File: src/rtl/pipearch_loadreg_multi.sv
// rtl/pipearch_loadreg_multi.sv - multi-word register loader fed from a line-wide REGION read port
// Optional build macro: PIPEARCH_LOADREG_BOUNDS_CHECK_EN (drop out-of-range destinations, pulse op_error).
module pipearch_loadreg_multi #(
    parameter int WORD_WIDTH  = 32,
    parameter int LINE_WIDTH  = 512,
    parameter int NUM_OUTREGS = 8,
    parameter int ADDR_WIDTH  = 16
) (
    input  logic                  clk,
    input  logic                  reset,
    input  logic                  op_start,
    output logic                  op_done,
    output logic                  op_error,
    input  logic [31:0]           regs [3],
    output logic [WORD_WIDTH-1:0] outregs [NUM_OUTREGS],
    output logic                  REGION_read_re,
    output logic [ADDR_WIDTH-1:0] REGION_read_raddr,
    output logic [1:0]            REGION_read_rfifobram,
    input  logic                  REGION_read_rvalid,
    input  logic [LINE_WIDTH-1:0] REGION_read_rdata
);

    localparam int WPL    = LINE_WIDTH / WORD_WIDTH;
    localparam int POS_W  = (WPL > 1) ? $clog2(WPL) : 1;
    localparam int OIDX_W = (NUM_OUTREGS > 1) ? $clog2(NUM_OUTREGS) : 1;
    // First index is 16 bits and up to 255 more words follow, so 17 bits never overflow.
    localparam int IDX_W  = 17;
    // Destination base is 8 bits plus up to 255 words: 9 bits keep the true index for range checks.
    localparam int DST_W  = 9;

    typedef enum logic [1:0] {
        ST_IDLE,
        ST_READ,
        ST_RECEIVE,
        ST_EXTRACT
    } state_t;

    state_t                  state_q, state_d;
    logic [IDX_W-1:0]        idx_q, idx_d;
    logic [DST_W-1:0]        dst_q, dst_d;
    logic [7:0]              cnt_q, cnt_d;
    logic [15:0]             off_q, off_d;
    logic [LINE_WIDTH-1:0]   line_q, line_d;
    logic                    re_q, re_d;
    logic [ADDR_WIDTH-1:0]   raddr_q, raddr_d;
    logic                    done_q, done_d;
    logic                    err_q, err_d;
    logic                    error_q, error_d;
    logic [WORD_WIDTH-1:0]   outregs_q [NUM_OUTREGS];

    logic                    wr_en;
    logic [OIDX_W-1:0]       wr_idx;
    logic [WORD_WIDTH-1:0]   wr_data;

    logic [POS_W-1:0]        pos;
    logic [IDX_W-1:0]        line_num;
    logic [LINE_WIDTH-1:0]   src_line;
    logic [WORD_WIDTH-1:0]   word;
    logic                    take;
    logic                    last_word;
    logic                    at_line_end;
    logic                    start_err;
    logic                    dest_ok;
    logic                    unused_regs;

    assign unused_regs = ^{regs[0][31:16], regs[1][31:16], regs[2][31:16]};

`ifdef PIPEARCH_LOADREG_BOUNDS_CHECK_EN
    assign start_err = (32'(regs[1][7:0]) + 32'(regs[1][15:8])) > 32'(NUM_OUTREGS);
    assign dest_ok   = 32'(dst_q) < 32'(NUM_OUTREGS);
`else
    assign start_err = 1'b0;
    assign dest_ok   = 1'b1;
`endif

    // Word selection: the freshly returned line in RECEIVE, the buffered line in EXTRACT.
    always_comb begin
        pos         = POS_W'(idx_q % IDX_W'(WPL));
        line_num    = idx_q / IDX_W'(WPL);
        src_line    = (state_q == ST_RECEIVE) ? REGION_read_rdata : line_q;
        word        = src_line[pos * WORD_WIDTH +: WORD_WIDTH];
        last_word   = (cnt_q == 8'd1);
        at_line_end = (pos == POS_W'(WPL - 1));
    end

    // Next-state and datapath control for the load sequence.
    always_comb begin
        state_d = state_q;
        idx_d   = idx_q;
        dst_d   = dst_q;
        cnt_d   = cnt_q;
        off_d   = off_q;
        line_d  = line_q;
        re_d    = 1'b0;
        raddr_d = raddr_q;
        done_d  = 1'b0;
        err_d   = err_q;
        error_d = 1'b0;
        take    = 1'b0;
        wr_en   = 1'b0;
        wr_idx  = '0;
        wr_data = '0;

        case (state_q)
            ST_IDLE: begin
                if (op_start) begin
                    idx_d = {1'b0, regs[0][15:0]};
                    dst_d = {1'b0, regs[1][7:0]};
                    cnt_d = regs[1][15:8];
                    off_d = regs[2][15:0];
                    err_d = start_err;
                    if (regs[1][15:8] == 8'd0) begin
                        // Nothing to load: finish right away without touching the read port.
                        done_d  = 1'b1;
                        error_d = start_err;
                    end else begin
                        state_d = ST_READ;
                    end
                end
            end
            ST_READ: begin
                re_d    = 1'b1;
                raddr_d = ADDR_WIDTH'(32'(off_q) + 32'(line_num));
                state_d = ST_RECEIVE;
            end
            ST_RECEIVE: begin
                if (REGION_read_rvalid) begin
                    line_d = REGION_read_rdata;
                    take   = 1'b1;
                end
            end
            ST_EXTRACT: begin
                take = 1'b1;
            end
            default: begin
                state_d = ST_IDLE;
            end
        endcase

        if (take) begin
            wr_en   = dest_ok;
            wr_idx  = OIDX_W'(dst_q);
            wr_data = word;
            idx_d   = idx_q + IDX_W'(1);
            dst_d   = dst_q + DST_W'(1);
            cnt_d   = cnt_q - 8'd1;
            if (last_word) begin
                state_d = ST_IDLE;
                done_d  = 1'b1;
                error_d = err_q;
            end else if (at_line_end) begin
                state_d = ST_READ;
            end else begin
                state_d = ST_EXTRACT;
            end
        end
    end

    // State and control registers; reset abandons any operation in flight.
    always_ff @(posedge clk or posedge reset) begin
        if (reset) begin
            state_q <= ST_IDLE;
            idx_q   <= '0;
            dst_q   <= '0;
            cnt_q   <= '0;
            off_q   <= '0;
            line_q  <= '0;
            re_q    <= 1'b0;
            raddr_q <= '0;
            done_q  <= 1'b0;
            err_q   <= 1'b0;
            error_q <= 1'b0;
        end else begin
            state_q <= state_d;
            idx_q   <= idx_d;
            dst_q   <= dst_d;
            cnt_q   <= cnt_d;
            off_q   <= off_d;
            line_q  <= line_d;
            re_q    <= re_d;
            raddr_q <= raddr_d;
            done_q  <= done_d;
            err_q   <= err_d;
            error_q <= error_d;
        end
    end

    // Output register file: one word written per accepted word slot.
    always_ff @(posedge clk or posedge reset) begin
        if (reset) begin
            for (int r = 0; r < NUM_OUTREGS; r++) begin
                outregs_q[r] <= '0;
            end
        end else if (wr_en) begin
            outregs_q[wr_idx] <= wr_data;
        end
    end

    assign outregs               = outregs_q;
    assign op_done               = done_q;
    assign op_error              = error_q;
    assign REGION_read_re        = re_q;
    assign REGION_read_raddr     = raddr_q;
    assign REGION_read_rfifobram = 2'b01;

endmodule

File: config.mk
export PLATFORM = sky130hd
export DESIGN_NAME = pipearch_loadreg_multi
export DESIGN_NICKNAME = d
export VERILOG_FILES = /design/src/rtl/pipearch_loadreg_multi.sv
export SDC_FILE = /design/constraint.sdc
export NUM_CORES = 2
export LEC_CHECK = 0
export ABC_AREA = 1
export BUFFER_PORTS_ARGS = -buffer_cell sky130_fd_sc_hd__buf_4
export CAP_MARGIN = 20
export CORE_AREA = 2 2 345 347
export CTS_CLUSTER_DIAMETER = 30
export CTS_CLUSTER_SIZE = 14
export DETAILED_ROUTE_END_ITERATION = 10
export DIE_AREA = 0 0 347 349
export HOLD_SLACK_MARGIN = 0.1
export PLACE_DENSITY_LB_ADDON = 0.1
export SYNTH_ARGS = -nofsm -noshare
export SYNTH_HDL_FRONTEND = slang
export SYNTH_SLANG_ARGS = --single-unit
File: constraint.sdc
create_clock -name clk -period 32.1 [get_ports clk]
set_input_delay 8.025 -clock clk [delete_from_list [all_inputs] [get_ports clk]]
set_output_delay 8.025 -clock clk [all_outputs]
set_load 0.005 [all_outputs]
==> key figures <==
Status
  – Outcome: finished, final reports clean

Power and ir drop
  – Power density cells: 129 nW/um^2
  – Peak supply drop: 0.0000882 V
  – Pleak: 31.9 nW

Worst setup path
  – Slowest CP cell: buf_4
  – CP endpoint kind: flip-flop
  – Kind of start point of the critical path: input pin
  – Req. time, crit path: 32.86 ns
  – Crit path max-delay family: buffers and inverters
  – Crit path max fanout: 91
  – Critical Path Max Stage Delay: 0.97 ns
  – Kind of critical path: input pin to flip-flop
  – CP Buf/Inv Count: 6
  – WP data arrival: 12.24 ns
  – CP most frequent cell: buf_4
  – Crit-path cells: buf_4 > inv_1 > nor2_4 > buf_4 > buf_4 > buf_4 > buf_4 > nand2_1 > nand2_1

Routing
  – Via density: 5.34
  – Vias: 46603
  – Initial DRC Count: 4601
  – Routed len/inst: 23.5 um
  – Routed wire length: 205 mm
  – Drt drc: 0
  – ANT nets after route: 0
  – TritonRoute pass-1 iters: 5

CTS
  – CTS buffer count: 275
  – Resized Gates After CTS: 0
  – Post-CTS Setup Bufs: 0
  – CTS Buffer Depth: 4
  – CTS tree: yes
  – Clk root buf: clkbuf_16
  – Clock sink count: 832
  – Cts hold-fix bufs: 0
  – Reg clk slew, reported paths: 0.04 ns
  – Clock latency on the worst-skew pair: 0.87 ns
  – H-tree depth: 5

Logic synthesis
  – Flop and latch count out of synthesis: 832
  – Post-synth EDFFs: 0
  – Top post-synthesis cells by area: dfrtp_1, nand2_1, nand3_1
  – FFs w/ async S/R, synth: 100%
  – Synth cell types: 40
  – YS warnings: 0
  – Synth Instances: 6262
  – Syn Std Cell Area: 44200 um^2
  – Largest area contributor in the netlist: dfrtp_1
  – Post-synth top flop: dfrtp_1
  – Seq/Total Area, Yosys: 47.1%
  – Synth Area per Inst: 7.06 um^2
  – Synth top area share: 47.1%

Global routing
  – Largest net degree at the start of global routing: 224
  – Met2 usage: 50.7%
  – Number of global-route vias before repair: 44481
  – Met1 usage: 41.0%
  – GRT overflow: 0
  – Antenna violations before repair: 76
  – Tot GR Track Use: 33.0%
  – Most Crowded Layer GR: met2
  – GR Util met3: 10.3%
  – First-pass GRT wire length: 298 mm

Placement
  – Routability Congestion: 0.891
  – Cell count after placement: 8234
  – DP Wirelength: 135 mm
  – Post-Place Cell Area: 50900 um^2
  – Port Buffers: 832

Timing
  – RSZ-0062 raised after global routing: no
  – Achievable Freq: 87.1 MHz
  – Final Hold Viols: 0
  – Clock Skew: 0.0578 ns
  – Slew Limit Fails: 0
  – Final min period: 11.47 ns
  – Tightest Pin Transition: 1.19 ns
  – Final worst-path cycle share: 35.7%
  – Final setup violation count: 0
  – Max_slew headroom: 20.5%
  – Final hold slack: 0.464 ns
  – TNS Setup: 0 ns

Cells and area
  – Share of cells above drive strength 1: 19.0%
  – Final net count: 7606
  – Final instance area: 59900 um^2
  – P&R area growth vs syn: 35.4%
  – Most frequent cells in the layout: nand2_1, nand3_1, buf_4
  – Cell Count, Final, Fillers Out: 8731
  – Post-layout util: 51.0%
  – Commonest non-fill, non-tap cell in the layout: nand2_1

Job
  – Max-cap violation count: 0

Floorplan
  – Row Count: 126
  – CORE AREA: 117000 um^2
  – Starting Density: 37.6%
  – DIE HEIGHT: 349 um
  – Die Area: 121000 um^2
  – # IOs: 889
  – Die W: 347 um

Min path
  – Worst Hold Class: flip-flop to flip-flop
## worst reg2reg max path: cells and delay by family (launching register included)
| kind | cells | cell delay, ns |
|---|---|---|
| buf+inv | 4 | 3.32 |
| flops | 1 | 0.69 |
| simple gates | 9 | 2.12 |
## flip-flops by register name, indices dropped and copies added (netlist names)
name	cells
REGION_read_raddr	16
state_q	2
cnt_q	8
outregs	256
off_q	16
idx_q	17
dst_q	3
op_done	1
REGION_read_re	1
line_q	512
## routing by layer
| layer | up-vias | part of all wire, % |
|---|---|---|
| met5 | - | 0.26 |
| met3 | 523 | 9.2 |
| li1 | 21736 | - |
| met2 | 2046 | 46 |
| met4 | 84 | 5.6 |
| met1 | 22214 | 39 |
## power by group
group / leakage (nW) / switching [mW] / internal [mW] / total (mW)
logic: 17.0 / 2.36 / 0.968 / 3.33
clock network: 4.41 / 0.723 / 1.85 / 2.57
registers: 10.5 / 0.297 / 1.53 / 1.83
## kinds of logic after synthesis
group	count (synthesis)	share of synthesized area [%]
multiplexers	1	0.0226
adder cells (fa/ha/maj)	18	0.526
other	2	0.0170
AND/OR/NAND/NOR	4743	45.1
XOR/XNOR	19	0.376
AO/OA/AOI/OAI	68	0.991
buffers and inverters	579	5.87
flip-flops	832	47.1
## layout make-up
cell class / count / area [um^2]
antenna: 37 / 92.6
clock buffer: 393 / 8060
clock inverter: 66 / 810
fill: 11608 / 57600
inverter: 123 / 499
multi-input combinational: 4852 / 20800
sequential: 832 / 20800
tap: 1536 / 1920
timing repair buffer: 892 / 6820
## cells in the mapped netlist (5+ instances only)
| library cell | n |
|---|---|
| a31oi_1 | 5 |
| o211ai_1 | 14 |
| inv_1 | 111 |
| nor3_1 | 7 |
| nand3_1 | 1077 |
| o221ai_1 | 5 |
| buf_1 | 57 |
| dfrtp_1 | 832 |
| clkbuf_1 | 113 |
| nor2_2 | 7 |
| nand4_1 | 260 |
| xor2_1 | 9 |
| inv_2 | 11 |
| nor2_1 | 34 |
| buf_4 | 20 |
| nand2_1 | 3331 |
| o21ai_0 | 17 |
| xnor2_1 | 10 |
| buf_2 | 264 |
| a21oi_1 | 15 |
| nand2_2 | 20 |
| ha_1 | 17 |
## path summary, 6_finish.rpt
path	depth (start not counted)	endpoint	slack (ns)	startpoint
min	2	line_q[455]$_DFFE_PP0P_	0.46	line_q[455]$_DFFE_PP0P_
min reg2reg	2	line_q[455]$_DFFE_PP0P_	0.46	line_q[455]$_DFFE_PP0P_
max	9	line_q[323]$_DFFE_PP0P_	20.63	REGION_read_rvalid
max reg2reg	13	outregs[24]$_DFFE_PP0P_	25.88	state_q[1]$_DFFE_PP0P_
max in group asynchronous	5	line_q[72]$_DFFE_PP0P_	21.49	reset
min in group asynchronous	2	outregs[110]$_DFFE_PP0P_	7.31	reset
## stage by stage
step	setup WS, ns	total power, mW
5_1_grt	20.41	8.18
4_1_cts	20.76	7.74
2_1_floorplan	0.702	3.78
3_5_place_dp	19.86	5.14
3_3_place_gp	19.86	5.11
6_report	20.63	7.73
No activity file was read; power rests on OpenSTA's default activity.
